**src/rtl/axi_lite_master.sv**
```systemverilog
// axi_lite_master: single-outstanding AXI4-Lite master turning cmd_* requests into AW/W/B or AR/R
// transactions, with a timeout that forces a completion when the slave stalls.
module axi_lite_master #(
  parameter int ADDR_WIDTH = 32,
  parameter int DATA_WIDTH = 32,
  parameter int TIMEOUT    = 1024
) (
  input  logic                      aclk,
  input  logic                      aresetn,
  input  logic                      cmd_valid,
  output logic                      cmd_ready,
  input  logic                      cmd_write,
  input  logic [ADDR_WIDTH-1:0]     cmd_addr,
  input  logic [DATA_WIDTH-1:0]     cmd_wdata,
  input  logic [DATA_WIDTH/8-1:0]   cmd_wstrb,
  output logic                      rsp_valid,
  input  logic                      rsp_ready,
  output logic                      rsp_write,
  output logic [DATA_WIDTH-1:0]     rsp_rdata,
  output logic [1:0]                rsp_resp,
  output logic                      rsp_timeout,
  output logic [ADDR_WIDTH-1:0]     awaddr,
  output logic                      awvalid,
  input  logic                      awready,
  output logic [DATA_WIDTH-1:0]     wdata,
  output logic [DATA_WIDTH/8-1:0]   wstrb,
  output logic                      wvalid,
  input  logic                      wready,
  input  logic [1:0]                bresp,
  input  logic                      bvalid,
  output logic                      bready,
  output logic [ADDR_WIDTH-1:0]     araddr,
  output logic                      arvalid,
  input  logic                      arready,
  input  logic [DATA_WIDTH-1:0]     rdata,
  input  logic [1:0]                rresp,
  input  logic                      rvalid,
  output logic                      rready
);
  typedef enum logic [2:0] {IDLE, WR_ADDR_DATA, WR_RESP, RD_ADDR, RD_DATA, RSP} state_t;
  localparam logic [31:0] TO_LIM = 32'(TIMEOUT);
  state_t state_q, state_d;
  logic cmd_ready_q, cmd_ready_d, awvalid_q, awvalid_d, wvalid_q, wvalid_d, arvalid_q, arvalid_d;
  logic bready_q, bready_d, rready_q, rready_d, aw_done_q, aw_done_d, w_done_q, w_done_d;
  logic rsp_valid_q, rsp_valid_d, rsp_write_q, rsp_write_d, rsp_timeout_q, rsp_timeout_d;
  logic [1:0] rsp_resp_q, rsp_resp_d;
  logic [DATA_WIDTH-1:0] rsp_rdata_q, rsp_rdata_d, wdata_q, wdata_d;
  logic [DATA_WIDTH/8-1:0] wstrb_q, wstrb_d;
  logic [ADDR_WIDTH-1:0] awaddr_q, awaddr_d, araddr_q, araddr_d;
  logic [31:0] cnt_q, cnt_d;
  logic busy, to, aw_hs, w_hs;
  always_comb begin
    state_d = state_q;
    awvalid_d = awvalid_q;
    wvalid_d = wvalid_q;
    arvalid_d = arvalid_q;
    bready_d = bready_q;
    rready_d = rready_q;
    aw_done_d = aw_done_q;
    w_done_d = w_done_q;
    rsp_valid_d = rsp_valid_q;
    rsp_write_d = rsp_write_q;
    rsp_timeout_d = rsp_timeout_q;
    rsp_resp_d = rsp_resp_q;
    rsp_rdata_d = rsp_rdata_q;
    wdata_d = wdata_q;
    wstrb_d = wstrb_q;
    awaddr_d = awaddr_q;
    araddr_d = araddr_q;
    busy = state_q inside {WR_ADDR_DATA, WR_RESP, RD_ADDR, RD_DATA};
    cnt_d = busy ? cnt_q + 32'd1 : cnt_q;
    to = (TIMEOUT != 0) && busy && (cnt_d == TO_LIM);
    aw_hs = awvalid_q && awready;
    w_hs = wvalid_q && wready;
    case (state_q)
      IDLE: if (cmd_valid && cmd_ready_q) begin
        cnt_d = '0;
        rsp_timeout_d = 1'b0;
        if (cmd_write) begin
          awaddr_d = cmd_addr;
          wdata_d = cmd_wdata;
          wstrb_d = cmd_wstrb;
          awvalid_d = 1'b1;
          wvalid_d = 1'b1;
          aw_done_d = 1'b0;
          w_done_d = 1'b0;
          state_d = WR_ADDR_DATA;
        end else begin
          araddr_d = cmd_addr;
          arvalid_d = 1'b1;
          state_d = RD_ADDR;
        end
      end
      WR_ADDR_DATA: begin
        if (aw_hs) begin
          awvalid_d = 1'b0;
          aw_done_d = 1'b1;
        end
        if (w_hs) begin
          wvalid_d = 1'b0;
          w_done_d = 1'b1;
        end
        if ((aw_done_q || aw_hs) && (w_done_q || w_hs)) begin
          bready_d = 1'b1;
          state_d = WR_RESP;
        end
      end
      WR_RESP: if (bvalid && bready_q) begin
        bready_d = 1'b0;
        rsp_resp_d = bresp;
        rsp_rdata_d = '0;
        rsp_write_d = 1'b1;
        rsp_valid_d = 1'b1;
        state_d = RSP;
      end
      RD_ADDR: if (arvalid_q && arready) begin
        arvalid_d = 1'b0;
        rready_d = 1'b1;
        state_d = RD_DATA;
      end
      RD_DATA: if (rvalid && rready_q) begin
        rready_d = 1'b0;
        rsp_rdata_d = rdata;
        rsp_resp_d = rresp;
        rsp_write_d = 1'b0;
        rsp_valid_d = 1'b1;
        state_d = RSP;
      end
      RSP: if (rsp_ready) begin
        rsp_valid_d = 1'b0;
        state_d = IDLE;
      end
      default: state_d = IDLE;
    endcase
    // a B/R handshake landing in the timeout cycle already moved us to RSP and takes priority
    if (to && state_d != RSP) begin
      awvalid_d = 1'b0;
      wvalid_d = 1'b0;
      arvalid_d = 1'b0;
      bready_d = 1'b0;
      rready_d = 1'b0;
      rsp_resp_d = 2'b10;
      rsp_timeout_d = 1'b1;
      rsp_rdata_d = '0;
      rsp_write_d = state_q inside {WR_ADDR_DATA, WR_RESP};
      rsp_valid_d = 1'b1;
      state_d = RSP;
    end
    cmd_ready_d = state_d == IDLE;
  end
  always_ff @(posedge aclk or negedge aresetn) begin
    if (!aresetn) begin
      state_q <= IDLE;
      {cmd_ready_q, awvalid_q, wvalid_q, arvalid_q, bready_q, rready_q} <= '0;
      {aw_done_q, w_done_q, rsp_valid_q, rsp_write_q, rsp_timeout_q} <= '0;
      rsp_resp_q <= '0;
      rsp_rdata_q <= '0;
      wdata_q <= '0;
      wstrb_q <= '0;
      awaddr_q <= '0;
      araddr_q <= '0;
      cnt_q <= '0;
    end else begin
      state_q <= state_d;
      {cmd_ready_q, awvalid_q, wvalid_q, arvalid_q, bready_q, rready_q} <=
        {cmd_ready_d, awvalid_d, wvalid_d, arvalid_d, bready_d, rready_d};
      {aw_done_q, w_done_q, rsp_valid_q, rsp_write_q, rsp_timeout_q} <=
        {aw_done_d, w_done_d, rsp_valid_d, rsp_write_d, rsp_timeout_d};
      rsp_resp_q <= rsp_resp_d;
      rsp_rdata_q <= rsp_rdata_d;
      wdata_q <= wdata_d;
      wstrb_q <= wstrb_d;
      awaddr_q <= awaddr_d;
      araddr_q <= araddr_d;
      cnt_q <= cnt_d;
    end
  end
  assign cmd_ready = cmd_ready_q;
  assign awvalid = awvalid_q;
  assign wvalid = wvalid_q;
  assign arvalid = arvalid_q;
  assign bready = bready_q;
  assign rready = rready_q;
  assign awaddr = awaddr_q;
  assign araddr = araddr_q;
  assign wdata = wdata_q;
  assign wstrb = wstrb_q;
  assign rsp_valid = rsp_valid_q;
  assign rsp_write = rsp_write_q;
  assign rsp_rdata = rsp_rdata_q;
  assign rsp_resp = rsp_resp_q;
  assign rsp_timeout = rsp_timeout_q;
endmodule

```
**config.mk**
```make
export PLATFORM = sky130hd
export DESIGN_NAME = axi_lite_master
export DESIGN_NICKNAME = d
export VERILOG_FILES = /design/src/rtl/axi_lite_master.sv
export SDC_FILE = /design/constraint.sdc
export NUM_CORES = 1
export LEC_CHECK = 0
export ABC_AREA = 1
export CAP_MARGIN = 20
export CORE_ASPECT_RATIO = 1.5
export CORE_MARGIN = 8
export CORE_UTILIZATION = 47
export CTS_CLUSTER_DIAMETER = 100
export CTS_CLUSTER_SIZE = 10
export DETAILED_ROUTE_END_ITERATION = 16
export PLACE_DENSITY_LB_ADDON = 0.12
export SETUP_SLACK_MARGIN = 0.02
export SLEW_MARGIN = 20
export SYNTH_ARGS = -nofsm -noshare
export SYNTH_HDL_FRONTEND = slang
export SYNTH_SLANG_ARGS = --single-unit
```
**constraint.sdc**
```tcl
create_clock -name aclk -period 3.3 [get_ports aclk]
set_input_delay 0.99 -clock aclk [delete_from_list [all_inputs] [get_ports aclk]]
set_output_delay 0.99 -clock aclk [all_outputs]
set_load 0.02 [all_outputs]
```
==> reports/metrics.json, run 1 <==
{
  "outcome": {"value": "completed"},
  "p_per_cell_area": {"value": 947, "unit": "mW/mm2"},
  "cts.root.buffer_cell": {"value": "clkbuf_16"},
  "timing.hold.ws": {"value": 0.470, "unit": "ns"},
  "final_max_tran_viols": {"value": 0},
  "insertion_delay": {"value": 0.43, "unit": "ns"},
  "post_drt_via_cell_ratio": {"value": 5.02},
  "worst_setup_path_end_kind": {"value": "flip-flop"},
  "worstReg2RegStart": {"value": "state_q[2]"},
  "clock_sink_count": {"value": 180},
  "tritoncts": {"value": "yes"},
  "synth_seq_area_share": {"value": 53.4, "unit": "%"},
  "postSynthAreaPerCell": {"value": 7.65, "unit": "um2"},
  "detail-route-antenna-nets": {"value": 0},
  "die_area": {"value": 0.0226, "unit": "mm2"},
  "final_common_cell": {"value": "nand2_1"},
  "r2r_cells": {"value": 17},
  "leakage": {"value": 5.76, "unit": "nW"},
  "total_clock_buffers_created_by_cts": {"value": 17},
  "vdd_drop_max": {"value": 567, "unit": "uV"},
  "synth.area.top_cells": {"value": "dfrtp_1 53%, nand2_1 19%, nor2_1 6.0%"},
  "detailed_place_hpwl": {"value": 19.5, "unit": "mm"},
  "num-fill-cells": {"value": 1541},
  "deepest_clock_path_buffer_count": {"value": 2},
  "hold_end": {"value": "wdata[28]"},
  "core.rowCount": {"value": 60},
  "layout_worst_path_cycle_share": {"value": 89.9, "unit": "%"},
  "post-synth-top-area-cell": {"value": "dfrtp_1"},
  "rsz0062_at_grt": {"value": "false"},
  "drtPass1Iterations": {"value": 5},
  "drive_above_1_share": {"value": 5.67, "unit": "%"},
  "grt_remaining_overflow": {"value": 0},
  "start_util": {"value": 47.4, "unit": "%"},
  "hold_viol_final": {"value": 0},
  "arrival": {"value": 3.28, "unit": "ns"},
  "synth_fp_nets": {"value": 1217},
  "max_slew_margin": {"value": 54.2, "unit": "%"},
  "layout_common_cells": {"value": "435 x nand2_1, 255 x clkdlybuf4s50_1, 180 x dfrtp_1"},
  "postLayoutCellArea": {"value": 0.0118, "unit": "mm2"},
  "yosys_register_bits": {"value": 180},
  "yosys_most_used_dff": {"value": "dfrtp_1"},
  "tightestPinTransition": {"value": 0.669, "unit": "ns"},
  "drt-initial-drc-count": {"value": 571},
  "finalNetCount": {"value": 1460},
  "maxClockFrequency": {"value": 337, "unit": "MHz"},
  "reg_to_reg_slack_setup": {"value": 0.33, "unit": "ns"},
  "yosys_warnings": {"value": 0},
  "pin_count_of_the_biggest_net_entering_global_routing": {"value": 101},
  "post-route-drc-count": {"value": 0},
  "first_pass_grt_wire_length": {"value": 42.4, "unit": "mm"},
  "synth_enable_flop_cells": {"value": 0},
  "final.setup_skew": {"value": 0.0106, "unit": "ns"},
  "worst_hold_path.num_cells": {"value": 2},
  "gp_routability_congestion": {"value": 0.927},
  "fraction_of_registers_with_async_set_or_reset_after_synthesis": {"value": 100, "unit": "%"},
  "clkSlewWorstSetupHoldPaths": {"value": 0.08, "unit": "ns"},
  "finalSetupTns": {"value": 0, "unit": "ns"},
  "synth_top_cell_area_share": {"value": 53.4, "unit": "%"},
  "path_class": {"value": "reg -> reg"},
  "min_path_type": {"value": "reg -> reg"},
  "port_buffers": {"value": 256},
  "reg2reg_to": {"value": "rsp_rdata[4]"},
  "areaGrowthSynthToFinish": {"value": 40.4, "unit": "%"},
  "report.final.setup_viol": {"value": 0},
  "area_of_the_mapped_netlist": {"value": 0.00843, "unit": "mm2"},
  "drv_cap": {"value": 0},
  "vias": {"value": 7917},
  "floorplan.die.width": {"value": 125, "unit": "um"},
  "die_y": {"value": 180, "unit": "um"},
  "number_of_antenna_violations_at_the_first_check_in_global_routing": {"value": 3},
  "placeableCoreArea": {"value": 0.0178, "unit": "mm2"},
  "wirelength": {"value": 26.5, "unit": "mm"},
  "hold_path_origin": {"value": "wdata[28]"},
  "h-tree-depth": {"value": 4},
  "yosysUniqueCellTypes": {"value": 36},
  "placed_cell_area": {"value": 0.0112, "unit": "mm2"},
  "io_pins": {"value": 257},
  "groute.usage.overall": {"value": 23.7, "unit": "%"},
  "critical_path.max_fanout": {"value": 36},
  "timing.critical_path.required": {"value": 3.61, "unit": "ns"},
  "routed_wire_length_per_instance": {"value": 16.8, "unit": "um"},
  "grt_pass1_vias": {"value": 7935},
  "critical_path.startpoint_type": {"value": "flip-flop"},
  "synth_cells": {"value": 1102},
  "min_period": {"value": 2.97, "unit": "ns"}
}
## sequential cells by signal, indices dropped and copies added (netlist names), 2 cells and up
register and count:
araddr 32, awaddr 32, cnt_q 32, rsp_rdata 32, wdata 32, wstrb 4, state_q 3, rsp_resp 2
## stage by stage
stage               setup slack [ns]  util [%]  cells  power, mW
finish                         0.332      66.5   1577       11.2
global route                  0.0617      66.5   1577       12.0
CTS                            0.352      66.4   1575       11.3
detailed placement             0.292      63.1   1543       9.22
global placement               0.330      63.1   1543       9.15
floorplan                      0.932         -   1102       6.72
## cells in the mapped netlist (7+ instances only)
| cell | n |
|---|---|
| o21ai_0 | 70 |
| dfrtp_1 | 180 |
| nand4_1 | 7 |
| buf_2 | 12 |
| nor2_1 | 135 |
| nand2_1 | 435 |
| nand3_1 | 74 |
| inv_2 | 7 |
| a21oi_1 | 15 |
| clkbuf_1 | 28 |
| inv_1 | 84 |
## per-layer routing
| metal | wire (um) | GRT usage [%] | up-vias |
|---|---|---|---|
| li1 | - | - | 3899 |
| met1 | 9840 | 25.6 | 3681 |
| met2 | 13500 | 41.0 | 283 |
| met3 | 2060 | 7.67 | 52 |
| met4 | 1040 | 11.3 | 2 |
| met5 | 13 | 0 | - |
## how the worst max path moves through the flow
stage	start	to	depth (start not counted)
after detailed placement	rsp_ready	rsp_rdata[22]	12
after global placement	rsp_ready	rsp_rdata[9]	12
after floorplan	cnt_q[0]	rsp_rdata[10]	19
after CTS	state_q[0]	rsp_rdata[4]	17
final	state_q[2]	rsp_rdata[4]	17
after global routing	state_q[0]	rsp_rdata[10]	17
## where the power goes
group	internal, mW	total (mW)	switching, mW
combinational	2.22	5.58	3.36
sequential	3.07	3.61	0.539
clock	1.02	2.01	0.994
total	6.31	11.2	4.89
## timing repair
action / 4_1_cts / 5_1_grt
gates resized for setup: 0 / 2
endpoints found under the setup margin: 0 / 7
endpoints found under the hold margin: 0 / 0
hold buffers: 0 / 0
setup buffers: 0 / 0
## logic make-up after synthesis
kind of cell    Yosys count  synth area share, %
compound gates           97                 6.10
xor+xnor                  2                0.208
fa+ha+maj                 1                0.148
simple gates            684                 33.5
buf+inv                 137                 6.50
flops                   180                 53.4
mux                       1                0.119
## worst max-delay path, stage by stage, from the launching register on
cell and delay, ns:
dfrtp_1 0.42, inv_2 0.11, nand3_2 0.17, nand2_2 0.16, nor2_2 0.04, buf_4 0.21, nor2_2 0.24, nand2_1 0.08
nand2_1 0.08, nand2_1 0.12, nor2_1 0.13, nand3_1 0.17, nor2_4 0.18, nand2_4 0.11, nand3_4 0.10, nand2_4 0.24
nand2_1 0.16, nand2_1 0.07
## cell type report
cell class                 instances  area, um2  area share [%]
inverter                          93        349            2.95
clock buffer                      17        425            3.60
sequential                       180       4500            38.1
multi-input combinational        785       3390            28.6
clock inverter                    15        158            1.33
tap                              217        272            2.30
antenna                            2       5.00          0.0423
timing repair buffer             268       2730            23.1
Power figures use the tool's default switching activity.
==> run 2, diff against run 1 <==
--- a/config.mk
+++ b/config.mk
@@ -15,7 +15,6 @@
 export DETAILED_ROUTE_END_ITERATION = 16
 export PLACE_DENSITY_LB_ADDON = 0.12
 export SETUP_SLACK_MARGIN = 0.02
-export SLEW_MARGIN = 20
 export SYNTH_ARGS = -nofsm -noshare
 export SYNTH_HDL_FRONTEND = slang
 export SYNTH_SLANG_ARGS = --single-unit
==> results of run 2 <==
The final DEF is identical to that of run 1; final timing and power are the same.
==> run 3, diff against run 2 <==
--- a/config.mk
+++ b/config.mk
@@ -8,7 +8,7 @@
 export ABC_AREA = 1
 export CAP_MARGIN = 20
 export CORE_ASPECT_RATIO = 1.5
-export CORE_MARGIN = 8
+export CORE_MARGIN = 2
 export CORE_UTILIZATION = 47
 export CTS_CLUSTER_DIAMETER = 100
 export CTS_CLUSTER_SIZE = 10
==> reports/metrics.json, run 3 (synthesis gave the netlist of run 1 again) <==
{
  "outcome": {"value": "completed"},
  "grt_remaining_overflow": {"value": 0},
  "detailed_place_hpwl": {"value": 18.4, "unit": "mm"},
  "die_y": {"value": 168, "unit": "um"},
  "floorplan.die.width": {"value": 113, "unit": "um"},
  "finalSetupTns": {"value": 0, "unit": "ns"},
  "path_class": {"value": "reg -> reg"},
  "reg_to_reg_slack_setup": {"value": 0.34, "unit": "ns"},
  "gp_routability_congestion": {"value": 0.944},
  "crit_path_start": {"value": "cnt_q[0]"},
  "timing.hold.ws": {"value": 0.473, "unit": "ns"},
  "routed_wire_length_per_instance": {"value": 15.8, "unit": "um"},
  "cts_hold_buf": {"value": 0},
  "arrival": {"value": 3.28, "unit": "ns"},
  "min_period": {"value": 2.96, "unit": "ns"},
  "worstReg2RegStart": {"value": "cnt_q[0]"},
  "number_of_antenna_violations_at_the_first_check_in_global_routing": {"value": 0},
  "finalNetCount": {"value": 1463},
  "grt_pass1_vias": {"value": 7958},
  "first_pass_grt_wire_length": {"value": 40.2, "unit": "mm"},
  "reg2reg_to": {"value": "rsp_rdata[5]"},
  "critical_path.startpoint_type": {"value": "flip-flop"},
  "layout_common_cells": {"value": "435 x nand2_1, 255 x clkdlybuf4s50_1, 180 x dfrtp_1"},
  "wirelength": {"value": 25.0, "unit": "mm"},
  "tightestPinTransition": {"value": 0.675, "unit": "ns"},
  "core.rowCount": {"value": 60},
  "tritoncts": {"value": "yes"},
  "placeableCoreArea": {"value": 0.0178, "unit": "mm2"},
  "num-fill-cells": {"value": 1539},
  "hold_path_origin": {"value": "wdata[17]"},
  "total_clock_buffers_created_by_cts": {"value": 17},
  "pin_count_of_the_biggest_net_entering_global_routing": {"value": 101},
  "hold_viol_final": {"value": 0},
  "drv_cap": {"value": 0},
  "r2r_cells": {"value": 17},
  "clkSlewWorstSetupHoldPaths": {"value": 0.07, "unit": "ns"},
  "port_buffers": {"value": 256},
  "worst_setup_path_end_kind": {"value": "flip-flop"},
  "final.setup_skew": {"value": 0.0110, "unit": "ns"},
  "deepest_clock_path_buffer_count": {"value": 2},
  "drive_above_1_share": {"value": 5.80, "unit": "%"},
  "vias": {"value": 7922},
  "min_path_type": {"value": "reg -> reg"},
  "cts.root.buffer_cell": {"value": "clkbuf_16"},
  "start_util": {"value": 47.4, "unit": "%"},
  "clock_sink_count": {"value": 180},
  "final_util": {"value": 66.8, "unit": "%"},
  "final_max_tran_viols": {"value": 0},
  "vdd_drop_max": {"value": 638, "unit": "uV"},
  "p_per_cell_area": {"value": 951, "unit": "mW/mm2"},
  "timing.critical_path.required": {"value": 3.62, "unit": "ns"},
  "maxClockFrequency": {"value": 338, "unit": "MHz"},
  "max_slew_margin": {"value": 55.0, "unit": "%"},
  "final_common_cell": {"value": "nand2_1"},
  "cts-resized-gates": {"value": 0},
  "die_area": {"value": 0.0190, "unit": "mm2"},
  "detail-route-antenna-nets": {"value": 0},
  "rsz0062_at_grt": {"value": "false"},
  "worst_hold_path.num_cells": {"value": 2},
  "leakage": {"value": 5.79, "unit": "nW"},
  "post-route-drc-count": {"value": 0},
  "areaGrowthSynthToFinish": {"value": 41.0, "unit": "%"},
  "critical_path.max_fanout": {"value": 34},
  "drt-initial-drc-count": {"value": 589},
  "antenna-diode-count": {"value": 0},
  "io_pins": {"value": 257},
  "report.final.setup_viol": {"value": 0},
  "post-cts-setup-buffer-count": {"value": 0},
  "groute.usage.overall": {"value": 27.0, "unit": "%"},
  "post_drt_via_cell_ratio": {"value": 5.02},
  "insertion_delay": {"value": 0.43, "unit": "ns"},
  "layout_worst_path_cycle_share": {"value": 89.6, "unit": "%"},
  "hold_end": {"value": "wdata[17]"},
  "h-tree-depth": {"value": 4},
  "drtPass1Iterations": {"value": 7}
}
==> run 3: changes by cell type in the layout (fill, tap and decap cells not counted), sizes merged <==
| cell | change |
|---|---|
| clkinv | -1 |
| buf | +2 |
| bufinv | +2 |
| diode | -2 |
| clkbuf | +1 |
| inv | -1 |
==> run 3: area by class of cell <==
cell class	count	area [um2]	share of cell area [%]
well taps	217	272	2.28
flip-flops and latches	180	4500	37.9
clock inverters	15	188	1.58
inverters	93	349	2.94
repair buffers	271	2770	23.3
clock buffers	17	425	3.58
multi-input cells	785	3380	28.4
==> run 3: how the worst max path moves through the flow <==
stage / end / slack (ns) / depth (start not counted)
after floorplan: rsp_rdata[10] / 0.93 / 19
after global placement: rsp_rdata[9] / 0.33 / 12
after detailed placement: rsp_rdata[18] / 0.29 / 12
after CTS: rsp_rdata[18] / 0.37 / 16
after global routing: rsp_rdata[22] / 0.03 / 17
final: rsp_rdata[5] / 0.34 / 17
==> run 3: power by group <==
group | total, mW | switching (mW) | internal (mW) | leakage, nW
Clock | 2.12 | 0.961 | 1.16 | 0.302
Combinational | 5.57 | 3.32 | 2.26 | 3.16
Sequential | 3.61 | 0.542 | 3.07 | 2.33
==> run 3: per-stage QoR <==
step | total power [mW] | cell area [um2] | std cells | setup slack, ns
finish | 11.3 | 11900 | 1578 | 0.343
global route | 12.1 | 11900 | 1578 | 0.0293
CTS | 11.4 | 11900 | 1578 | 0.368
detailed placement | 9.23 | 11300 | 1546 | 0.288
global placement | 9.16 | 11300 | 1546 | 0.333
floorplan | 6.72 | 8430 | 1102 | 0.932
==> run 3: critical path, stage by stage, from the launching register on <==
cell and delay (ns):
dfrtp_1 0.41, ha_1 0.21, inv_1 0.06, nor2_1 0.26
nand2_1 0.12, nor2_1 0.25, nand3_1 0.12, nand2_1 0.08
nand2_1 0.09, nor2_1 0.16, nand3b_1 0.09, nor2_1 0.11
nand2_1 0.10, nor2_2 0.30, buf_12 0.25, nor2_1 0.07
nand3_1 0.07, nand2_1 0.05
==> run 3: per-layer routing <==
layer	GRT usage [%]	wire length, um	vias up
li1	-	-	3917
met1	30.5	9410	3661
met2	45.4	12300	262
met3	8.28	1770	82
met4	14.7	1450	0
met5	0	0	-
